**src/rtl/dot_product_sequencer_if.sv**
```systemverilog
// dot_product_sequencer_if: operand stream, DSP slice drive and result handshake
interface dot_product_sequencer_if #(
  parameter int A_W   = 26,
  parameter int B_W   = 17,
  parameter int P_W   = 48,
  parameter int LEN_W = 9
);
  logic             in_valid;
  logic             in_ready;
  logic [A_W-1:0]   in_a;
  logic [B_W-1:0]   in_b;
  logic [P_W-1:0]   in_bias;
  logic             in_last;
  logic [A_W-1:0]   mac_a;
  logic [B_W-1:0]   mac_b;
  logic [P_W-1:0]   mac_c;
  logic [P_W-1:0]   mac_out;
  logic             res_valid;
  logic             res_ready;
  logic [P_W-1:0]   res_data;
  logic [LEN_W-1:0] res_len;
  logic             res_err;
  modport master (
    output in_valid, in_a, in_b, in_bias, in_last, mac_out, res_ready,
    input  in_ready, mac_a, mac_b, mac_c, res_valid, res_data, res_len, res_err
  );
  modport slave (
    input  in_valid, in_a, in_b, in_bias, in_last, mac_out, res_ready,
    output in_ready, mac_a, mac_b, mac_c, res_valid, res_data, res_len, res_err
  );
endinterface

```
**src/rtl/dot_product_sequencer.sv**
```systemverilog
// dot_product_sequencer: issues operand beats to a 1-cycle muladd slice and buffers each finished dot product
module dot_product_sequencer #(
  parameter int A_W     = 26,
  parameter int B_W     = 17,
  parameter int P_W     = 48,
  parameter int MAX_LEN = 256
) (
  input logic                    clk,
  input logic                    rst_n,
  dot_product_sequencer_if.slave bus
);
  localparam int LEN_W = $clog2(MAX_LEN + 1);
  typedef enum logic [1:0] {IDLE, ACC, DONE} state_t;
  state_t           state, state_n;
  logic [LEN_W-1:0] cnt, len_q;
  logic             err_q;
  logic             fire, tlast;
  assign bus.in_ready = (state != DONE) && (!bus.res_valid || bus.res_ready);
  assign fire         = bus.in_valid && bus.in_ready;
  assign tlast        = fire && (bus.in_last || cnt == LEN_W'(MAX_LEN - 1));
  assign bus.mac_a    = fire ? bus.in_a : '0;
  assign bus.mac_b    = fire ? bus.in_b : '0;
  // outside IDLE the slice register holds the running sum and is fed straight back
  assign bus.mac_c    = state == IDLE ? (fire ? bus.in_bias : '0) : bus.mac_out;
  always_comb begin
    state_n = state;
    state_n = tlast ? DONE : state == DONE ? IDLE : (state == IDLE && fire) ? ACC : state;
  end
  always_ff @(posedge clk or negedge rst_n) begin
    if (!rst_n) begin
      state         <= IDLE;
      cnt           <= '0;
      len_q         <= '0;
      err_q         <= 1'b0;
      bus.res_valid <= 1'b0;
      bus.res_data  <= '0;
      bus.res_len   <= '0;
      bus.res_err   <= 1'b0;
    end else begin
      state <= state_n;
      cnt   <= tlast ? '0 : fire ? cnt + 1'b1 : cnt;
      if (tlast) begin
        len_q <= cnt + 1'b1;
        err_q <= !bus.in_last;
      end
      if (state == DONE) begin
        bus.res_valid <= 1'b1;
        bus.res_data  <= bus.mac_out;
        bus.res_len   <= len_q;
        bus.res_err   <= err_q;
      end else if (bus.res_ready) begin
        bus.res_valid <= 1'b0;
      end
    end
  end
endmodule

```
**src/flat_wrapper.sv**
```systemverilog
// flat-port wrapper written by rule: the top's interface ports become plain ports
module dot_product_sequencer_flat 
#(
  parameter int A_W     = 26,
  parameter int B_W     = 17,
  parameter int P_W     = 48,
  parameter int MAX_LEN = 256
)
  (clk, rst_n, bus_in_valid, bus_in_a, bus_in_b, bus_in_bias, bus_in_last, bus_mac_out, bus_res_ready, bus_in_ready, bus_mac_a, bus_mac_b, bus_mac_c, bus_res_valid, bus_res_data, bus_res_len, bus_res_err);
  dot_product_sequencer_if #(.A_W(A_W), .B_W(B_W), .P_W(P_W), .LEN_W(($clog2(MAX_LEN + 1)))) bus_i ();
  input logic clk;
  input logic rst_n;
  input wire logic [$bits(bus_i.in_valid)-1:0] bus_in_valid;
  input wire logic [$bits(bus_i.in_a)-1:0] bus_in_a;
  input wire logic [$bits(bus_i.in_b)-1:0] bus_in_b;
  input wire logic [$bits(bus_i.in_bias)-1:0] bus_in_bias;
  input wire logic [$bits(bus_i.in_last)-1:0] bus_in_last;
  input wire logic [$bits(bus_i.mac_out)-1:0] bus_mac_out;
  input wire logic [$bits(bus_i.res_ready)-1:0] bus_res_ready;
  output wire logic [$bits(bus_i.in_ready)-1:0] bus_in_ready;
  output wire logic [$bits(bus_i.mac_a)-1:0] bus_mac_a;
  output wire logic [$bits(bus_i.mac_b)-1:0] bus_mac_b;
  output wire logic [$bits(bus_i.mac_c)-1:0] bus_mac_c;
  output wire logic [$bits(bus_i.res_valid)-1:0] bus_res_valid;
  output wire logic [$bits(bus_i.res_data)-1:0] bus_res_data;
  output wire logic [$bits(bus_i.res_len)-1:0] bus_res_len;
  output wire logic [$bits(bus_i.res_err)-1:0] bus_res_err;
  assign bus_i.in_valid = bus_in_valid;
  assign bus_i.in_a = bus_in_a;
  assign bus_i.in_b = bus_in_b;
  assign bus_i.in_bias = bus_in_bias;
  assign bus_i.in_last = bus_in_last;
  assign bus_i.mac_out = bus_mac_out;
  assign bus_i.res_ready = bus_res_ready;
  assign bus_in_ready = bus_i.in_ready;
  assign bus_mac_a = bus_i.mac_a;
  assign bus_mac_b = bus_i.mac_b;
  assign bus_mac_c = bus_i.mac_c;
  assign bus_res_valid = bus_i.res_valid;
  assign bus_res_data = bus_i.res_data;
  assign bus_res_len = bus_i.res_len;
  assign bus_res_err = bus_i.res_err;
  dot_product_sequencer #(.A_W(A_W), .B_W(B_W), .P_W(P_W), .MAX_LEN(MAX_LEN)) u_core (.clk(clk), .rst_n(rst_n), .bus(bus_i));
endmodule
```
**config.mk**
```make
export PLATFORM = sky130hd
export DESIGN_NAME = dot_product_sequencer_flat
export DESIGN_NICKNAME = d
export VERILOG_FILES = /design/src/rtl/dot_product_sequencer_if.sv /design/src/rtl/dot_product_sequencer.sv /design/src/flat_wrapper.sv
export SDC_FILE = /design/constraint.sdc
export NUM_CORES = 1
export LEC_CHECK = 0
export ABC_AREA = 0
export CORE_MARGIN = 4
export CORE_UTILIZATION = 35
export DETAILED_ROUTE_END_ITERATION = 7
export HOLD_SLACK_MARGIN = 0.02
export PLACE_DENSITY = 0.88
export SKIP_LAST_GASP = 1
export SLEW_MARGIN = 40
export SYNTH_ARGS = -nofsm -noshare
export SYNTH_HDL_FRONTEND = slang
export SYNTH_SLANG_ARGS = --single-unit
export TNS_END_PERCENT = 30
```
**constraint.sdc**
```tcl
create_clock -name clk -period 3.1 [get_ports clk]
set_input_delay 0.31 -clock clk [delete_from_list [all_inputs] [get_ports clk]]
set_output_delay 0.31 -clock clk [all_outputs]
set_load 0.01 [all_outputs]
```
==> qor.yml, run 1 <==
fin_util_pct: 64.9
cts_hold_buf: 0
grt_max_degree: 81
final_common_cell: "clkdlybuf4s50_1"
grt_pass1_vias: 4125
p_leak_nw: 3.11
clkTransAtPathRegs_ps: 60
period_share_pct: 87.1
cp_data_required_time_ps: 2790
drtIter0Drc: 159
design.die.area_um2: 13600
clk_latency_ps: 320
ys_ff_latch: 80
cts_buffers: 9
drt-vias-per-instance: 4.90
cts_tree: "yes"
drcViolationCount: 0
min_path_type: "in2async"
outcome: "finished clean"
top_layer: "met4"
rsz0062_at_grt: "false"
fmax_mhz: 370
dp_hpwl_um: 11100
insertedDiodeCount: 0
row_count: 39
drt-met1-wl_um: 5320
gp_routability_congestion: 0.815
cts_resized: 0
postCtsSetupBuffers: 0
cts-root-buf: "clkbuf_16"
avgSynthCellArea_um2: 9.50
finalSetupViolCount: 0
placed_area_um2: 7170
layout_min_cycle_time_ps: 2700
synth_cell_types: 29
critPathMaxFanout: 58
postLayoutCellArea_um2: 7470
grt_usage_pct: 19.1
synth.cell_area_um2: 4140
finalHoldViolations: 0
syn_inst: 436
ys.flop_type: "dfrtp_1"
pre_cts_ws_ps: 374
ys_seq_area_share_pct: 48.3
critPathArrivalTime_ps: 2390
met3WireLength_um: 1220
layout.nets: 860
area_delta_synth_final_pct: 80.4
worst_slew_pin_slew_ps: 759
via_count: 4225
fin_setup_tns_ps: 0
pwr_density_cell_nw_per_um2: 833
first_pass_iters: 4
relSlewSlack_pct: 49.4
portBuffers: 294
chipHeight_um: 117
drive_above_1_share_pct: 11.8
critPathKind: "reg2out"
routed_wl_um: 14100
coreArea_um2: 11500
io_pins: 295
htreeDepth: 3
yosysWarnings: 0
cap_violations: 0
wl_per_cell_um: 16.4
drv_slew: 0
wl_met2_um: 7490
mostFrequentLayoutCells: "293 x clkdlybuf4s50_1, 112 x nand2_1, 80 x dfrtp_1, 60 x o21ai_0, 59 x mux2_2"
ir_drop_uv: 587
start_kind: "flip-flop"
synth_fp_nets: 582
cts.sinks: 80
p_total_mw: 6.22
overflow: 0
cts.path.max_buffers: 2
start_util_pct: 36.0
async_flop_share_pct: 100
ant_nets: 0
die_x_um: 117
finClkSkew_ps: 10.3
antenna_found_initial: 0
critPathCaptureType: "output pin"
grt_pass1_wl_um: 20600
synth_edf_count: 0
fin_ws_ps: 401
## power by group
part	total (mW)	switching, mW	internal [mW]
Combinational	3.52	1.53	1.99
Sequential	1.66	0.213	1.44
Clock	1.05	0.402	0.648
## per-layer routing
| layer | track usage [%] | up-vias |
|---|---|---|
| met2 | 35.2 | 195 |
| met1 | 22.3 | 2009 |
| li1 | - | 2009 |
| met4 | 2.98 | 0 |
| met3 | 6.02 | 12 |
| met5 | 0 | - |
## kinds of logic (layout without fill, tap and decap cells)
| kind of cell | count (synthesis) | after routing | share of synthesized area, % |
|---|---|---|---|
| compound gates | 74 | 74 | 9.18 |
| xor+xnor | 6 | 6 | 1.27 |
| fa+ha+maj | 2 | 2 | 0.604 |
| buf+inv | 35 | 318 | 4.32 |
| flops | 80 | 80 | 48.3 |
| mux | 59 | 59 | 16.0 |
| simple gates | 180 | 180 | 20.3 |
## path summary, 6_finish.rpt
check,from,to,slack (ps),cells past startpoint
min in group clk,u_core.len_q[6],u_core.len_q[6],480,2
worst min register to register,u_core.len_q[6],u_core.len_q[6],480,2
worst max register to register,u_core.cnt[0],u_core.len_q[1],570,8
worst min-delay path,rst_n,u_core.bus.res_len[2],8,1
worst max-delay path,u_core.state[0],bus_in_ready,400,5
max in group asynchronous,rst_n,u_core.bus.res_data[31],2580,1
## flip-flops by register name, summed over array words and instances (netlist names)
name                  cells
u_core.bus.res_data      48
u_core.bus.res_len        9
u_core.cnt                9
u_core.len_q              9
u_core.state              2
u_core.bus.res_err        1
u_core.bus.res_valid      1
u_core.err_q              1
## cell usage after synthesis, drive strengths merged, types with 3 or more instances
master	count	area share, %
nand3	8	1.3
nand2	112	10
and2	43	6.5
and3	5	0.76
o21ai	67	8.1
mux2	59	16
clkbuf	12	1.1
dfrtp	80	48
xnor2	3	0.63
nor2	6	0.54
buf	21	3.0
xor2	3	0.63
## critical path, cell delays in order (launching register included)
cell	delay [ps]
dfrtp_1	430
nand2b_2	250
buf_4	620
nand2_1	140
inv_1	90
clkdlybuf4s50_1	530
## layout make-up
type | instances | area, um2
clock inverters | 4 | 53.8
flip-flops and latches | 80 | 2000
inverters | 2 | 7.51
fillers | 902 | 4040
clock buffers | 12 | 246
multi-input cells | 321 | 1970
repair buffers | 300 | 3010
well taps | 143 | 179
## metrics by stage
stage / instances / hold WS [ps]
2_1_floorplan: 436 / 14.4
4_1_cts: 862 / 44.5
3_3_place_gp: 846 / 466
5_1_grt: 862 / 62.2
3_5_place_dp: 846 / 394
6_report: 862 / 7.91
No activity file was read; power rests on OpenSTA's default activity.
==> inputs of run 2 (changes only) <==
Settings changed: HOLD_SLACK_MARGIN 0.02 to 0.12.
==> qor.yml, run 2 (synthesized netlist as in run 1, its figures left out) <==
register_area_um2: 2000
finClkSkew_ps: 10.2
drcViolationCount: 0
start_kind: "flip-flop"
wl_met2_um: 7500
gp_routability_congestion: 0.815
drive_above_1_share_pct: 11.8
overflow: 0
critPathKind: "reg2out"
rsz0062_at_grt: "false"
outcome: "finished clean"
finalSetupViolCount: 0
relSlewSlack_pct: 49.5
met3WireLength_um: 1240
grt_pass1_vias: 4136
clk_latency_ps: 320
drv_slew: 0
cts.path.max_buffers: 2
drt-vias-per-instance: 4.90
final_common_cell: "clkdlybuf4s50_1"
multi_input_area_um2: 1970
critPathSlowestCell: "buf_4"
io_pins: 295
clkTransAtPathRegs_ps: 60
fin_setup_tns_ps: 0
largest_reg_flops: 48
drtIter0Drc: 168
critPathCaptureType: "output pin"
max_stage_delay_ps: 630
drt-met1-wl_um: 5310
via_count: 4231
layout_min_cycle_time_ps: 2700
fillers: 901
min_path_type: "reg2reg"
critPathArrivalTime_ps: 2390
chipHeight_um: 117
pwr_density_cell_nw_per_um2: 832
area_delta_synth_final_pct: 80.7
holdWs_ps: 484
grt_max_degree: 81
insertedDiodeCount: 0
grt_pass1_wl_um: 20700
top_register: "u_core.bus.res_data"
wl_per_cell_um: 16.4
cts.sinks: 80
r2r-end: "u_core.len_q[1]"
path_cells: "nand2b_2 -> buf_4 -> nand2_1 -> inv_1 -> clkdlybuf4s50_1"
cts_resized: 0
cts_buffers: 9
p_leak_nw: 3.11
row_count: 39
r2r_slack_ps: 570
fmax_mhz: 370
start_util_pct: 36.0
ant_nets: 0
cts_hold_buf: 1
min-delay-start: "u_core.len_q[6]"
design.die.area_um2: 13600
postCtsSetupBuffers: 0
coreArea_um2: 11500
antenna_found_initial: 0
whs_path_depth: 2
first_pass_iters: 4
r2r_cells: 8
ir_drop_uv: 586
routed_wl_um: 14100
critPathMaxFanout: 58
cts_tree: "yes"
cts-root-buf: "clkbuf_16"
holdPathEnd: "u_core.len_q[6]"
top_layer: "met4"
portBuffers: 294
period_share_pct: 87.1
mostFrequentLayoutCells: "293 x clkdlybuf4s50_1, 112 x nand2_1, 80 x dfrtp_1, 60 x o21ai_0, 59 x mux2_2"
dp_hpwl_um: 11100
worst_slew_pin_slew_ps: 758
grt_usage_pct: 19.2
finalHoldViolations: 0
htreeDepth: 3
die_x_um: 117
cap_violations: 0
layout.nets: 861
r2r_start: "u_core.cnt[0]"
cp_data_required_time_ps: 2790
[run 2: cell types whose count changed in the layout (fill, tap and decap cells not counted)]
cell,change
dlygate4sd3_1,+1
[run 2: worst max path at each step]
stage                          startpoint               to  slack (ps)  depth (start not counted)
after floorplan             u_core.cnt[0]  u_core.len_q[1]         840                          9
after global placement      bus_res_ready     bus_mac_c[0]         530                          5
after detailed placement    bus_res_ready    bus_mac_c[14]         370                          5
after CTS                 u_core.state[0]     bus_in_ready         330                          5
after global routing      u_core.state[0]     bus_in_ready         230                          5
final                     u_core.state[0]     bus_in_ready         400                          5
[run 2: worst max-delay path: cells and delay by family, from the launching register on]
kind                   cells  cell delay, ps
buffers and inverters      3            1250
DFF                        1             430
and+or+nand+nor            2             390
[run 2: final cells by class]
type	instances	share of cell area, %
inverters	2	0.100
multi-input cells	321	26.3
flip-flops and latches	80	26.7
repair buffers	301	40.4
clock buffers	12	3.29
clock inverters	4	0.719
well taps	143	2.39
[run 2: stage by stage]
step           setup slack (ps)  area, um2  power [mW]  util (%)  cells
6_report                    400       7480        6.22      65.0    863
5_1_grt                     235       7480        6.63      65.0    863
4_1_cts                     331       7480        6.32      65.0    863
3_5_place_dp                374       7170        5.24      62.3    846
3_3_place_gp                526       7170        5.12      62.3    846
2_1_floorplan               842       4140        3.27         -    436
[run 2: power breakdown]
| group | switching [mW] | leakage [nW] | internal [mW] | total, mW |
|---|---|---|---|---|
| combinational | 1.53 | 1.98 | 1.99 | 3.52 |
| sequential | 0.213 | 0.992 | 1.44 | 1.66 |
| clock | 0.402 | 0.139 | 0.648 | 1.05 |
[run 2: routing by layer]
metal | GRT usage (%) | up-vias
met4 | 2.98 | 0
li1 | - | 2015
met1 | 22.4 | 2009
met3 | 5.96 | 12
met5 | 0 | -
met2 | 35.3 | 195
==> inputs of run 3 (changes only) <==
Settings changed: CTS_CLUSTER_DIAMETER set to 200, SLEW_MARGIN 40 to unset, TNS_END_PERCENT 30 to unset.
==> qor.yml, run 3 (synthesized netlist as in run 1, its figures left out) <==
outcome: "finished clean"
cts_buffers: 9
mostFrequentLayoutCells: "293 x clkdlybuf4s50_1, 112 x nand2_1, 80 x dfrtp_1, 60 x o21ai_0, 59 x mux2_2"
design.die.area_um2: 13600
pre_cts_ws_ps: 369
htreeDepth: 3
final_cells: 862
cts_tree: "yes"
drive_above_1_share_pct: 12.1
dp_hpwl_um: 11000
critPathKind: "in2out"
grt_usage_pct: 19.0
cts.sinks: 80
cts_hold_buf: 0
cts.path.max_buffers: 2
finClkSkew_ps: 2.90
seq_power_share_pct: 27.0
p_total_mw: 6.14
clkTransAtPathRegs_ps: 60
layout_min_cycle_time_ps: 2710
coreArea_um2: 11500
r2r-end: "u_core.len_q[1]"
rsz0062_at_grt: "false"
fin_setup_tns_ps: 0
critPathCaptureType: "output pin"
chipHeight_um: 117
r2r_slack_ps: 580
wl_per_cell_um: 16.3
p_int_mw: 3.99
drcViolationCount: 0
critPathArrivalTime_ps: 2400
dp.cells: 846
fillers: 909
drv_slew: 0
via_count: 4176
p_leak_nw: 3.10
overflow: 0
r2r_start: "u_core.cnt[0]"
critPathMaxFanout: 49
largest_reg_flops: 48
start_util_pct: 36.0
antenna_found_initial: 0
io_pins: 295
first_pass_iters: 5
relSlewSlack_pct: 34.5
ir_drop_uv: 614
portBuffers: 294
clk_latency_ps: 320
ant_nets: 0
fin_ws_ps: 393
cp_data_required_time_ps: 2790
finalHoldViolations: 0
worst_slew_pin_slew_ps: 983
cts_resized: 0
p_comb_share_pct: 57.3
die_x_um: 117
layout.nets: 860
drt-vias-per-instance: 4.84
grt_max_degree: 81
placed_area_um2: 7170
routed_wl_um: 14100
pwr_density_cell_nw_per_um2: 825
row_count: 39
fmax_mhz: 369
postCtsSetupBuffers: 0
min_path_type: "in2async"
p_sw_mw: 2.15
postLayoutCellArea_um2: 7440
top_register: "u_core.bus.res_data"
cts-root-buf: "clkbuf_16"
clkPwrFrac_pct: 15.7
r2r_cells: 8
insertedDiodeCount: 0
finalSetupViolCount: 0
area_delta_synth_final_pct: 79.7
cap_violations: 0
final_common_cell: "clkdlybuf4s50_1"
p_sw_share_pct: 35.0
start_kind: "input port"
drtIter0Drc: 107
grt_pass1_vias: 4108
period_share_pct: 87.3
grt_pass1_wl_um: 20700
gp_routability_congestion: 0.815
## run 3: changes by cell type in the layout (fill, tap and decap cells not counted)
cell / before / now
buf_4: 4 / 5
buf_6: 1 / 0
bufinv_16: 1 / 0
clkbuf_1: 2 / 0
clkinv_2: 0 / 4
clkinv_4: 1 / 0
dlygate4sd3_1: 1 / 0
## run 3: metal layers
metal | GRT usage, % | vias to the layer above | part of all wire [%]
met3 | 4.78 | 8 | 7.7
met1 | 23.2 | 1991 | 39
li1 | - | 2009 | -
met2 | 34.5 | 168 | 53
met5 | 0 | - | 0
met4 | 3.36 | 0 | 0.48
## run 3: worst max path at each step
stage	start	endpoint
after detailed placement	bus_res_ready	bus_mac_c[14]
after global placement	bus_res_ready	bus_mac_c[0]
final	bus_res_ready	bus_mac_c[14]
after global routing	u_core.state[0]	bus_mac_c[20]
after floorplan	u_core.cnt[0]	u_core.len_q[1]
after CTS	u_core.state[0]	bus_in_ready
## run 3: power groups by stage
stage	clock (mW)	sequential [mW]	combinational, mW
2_1_floorplan	0	1.81	1.46
6_report	0.965	1.66	3.52
3_3_place_gp	0	1.65	3.46
4_1_cts	0.990	1.66	3.58
5_1_grt	1.04	1.71	3.78
3_5_place_dp	0	1.68	3.56
## run 3: critical path: stages
cell	delay (ps)
clkdlybuf4s50_1	450
nand2b_1	230
nand3_4	410
o21ai_0	360
clkdlybuf4s50_1	600
## run 3: final cells by class
type	count	area (um2)	share of cell area, %
well taps	143	179	2.40
clock inverters	6	35.0	0.471
repair buffers	300	3010	40.4
clock buffers	10	239	3.21
flip-flops and latches	80	2000	26.9
inverters	2	7.51	0.101
multi-input cells	321	1970	26.5
## run 3: through the flow
stage / util (%) / hold WS (ps)
2_1_floorplan: - / 14.4
3_3_place_gp: 62.3 / 466
3_5_place_dp: 62.3 / 479
4_1_cts: 64.6 / 197
5_1_grt: 64.6 / 223
6_report: 64.6 / 145
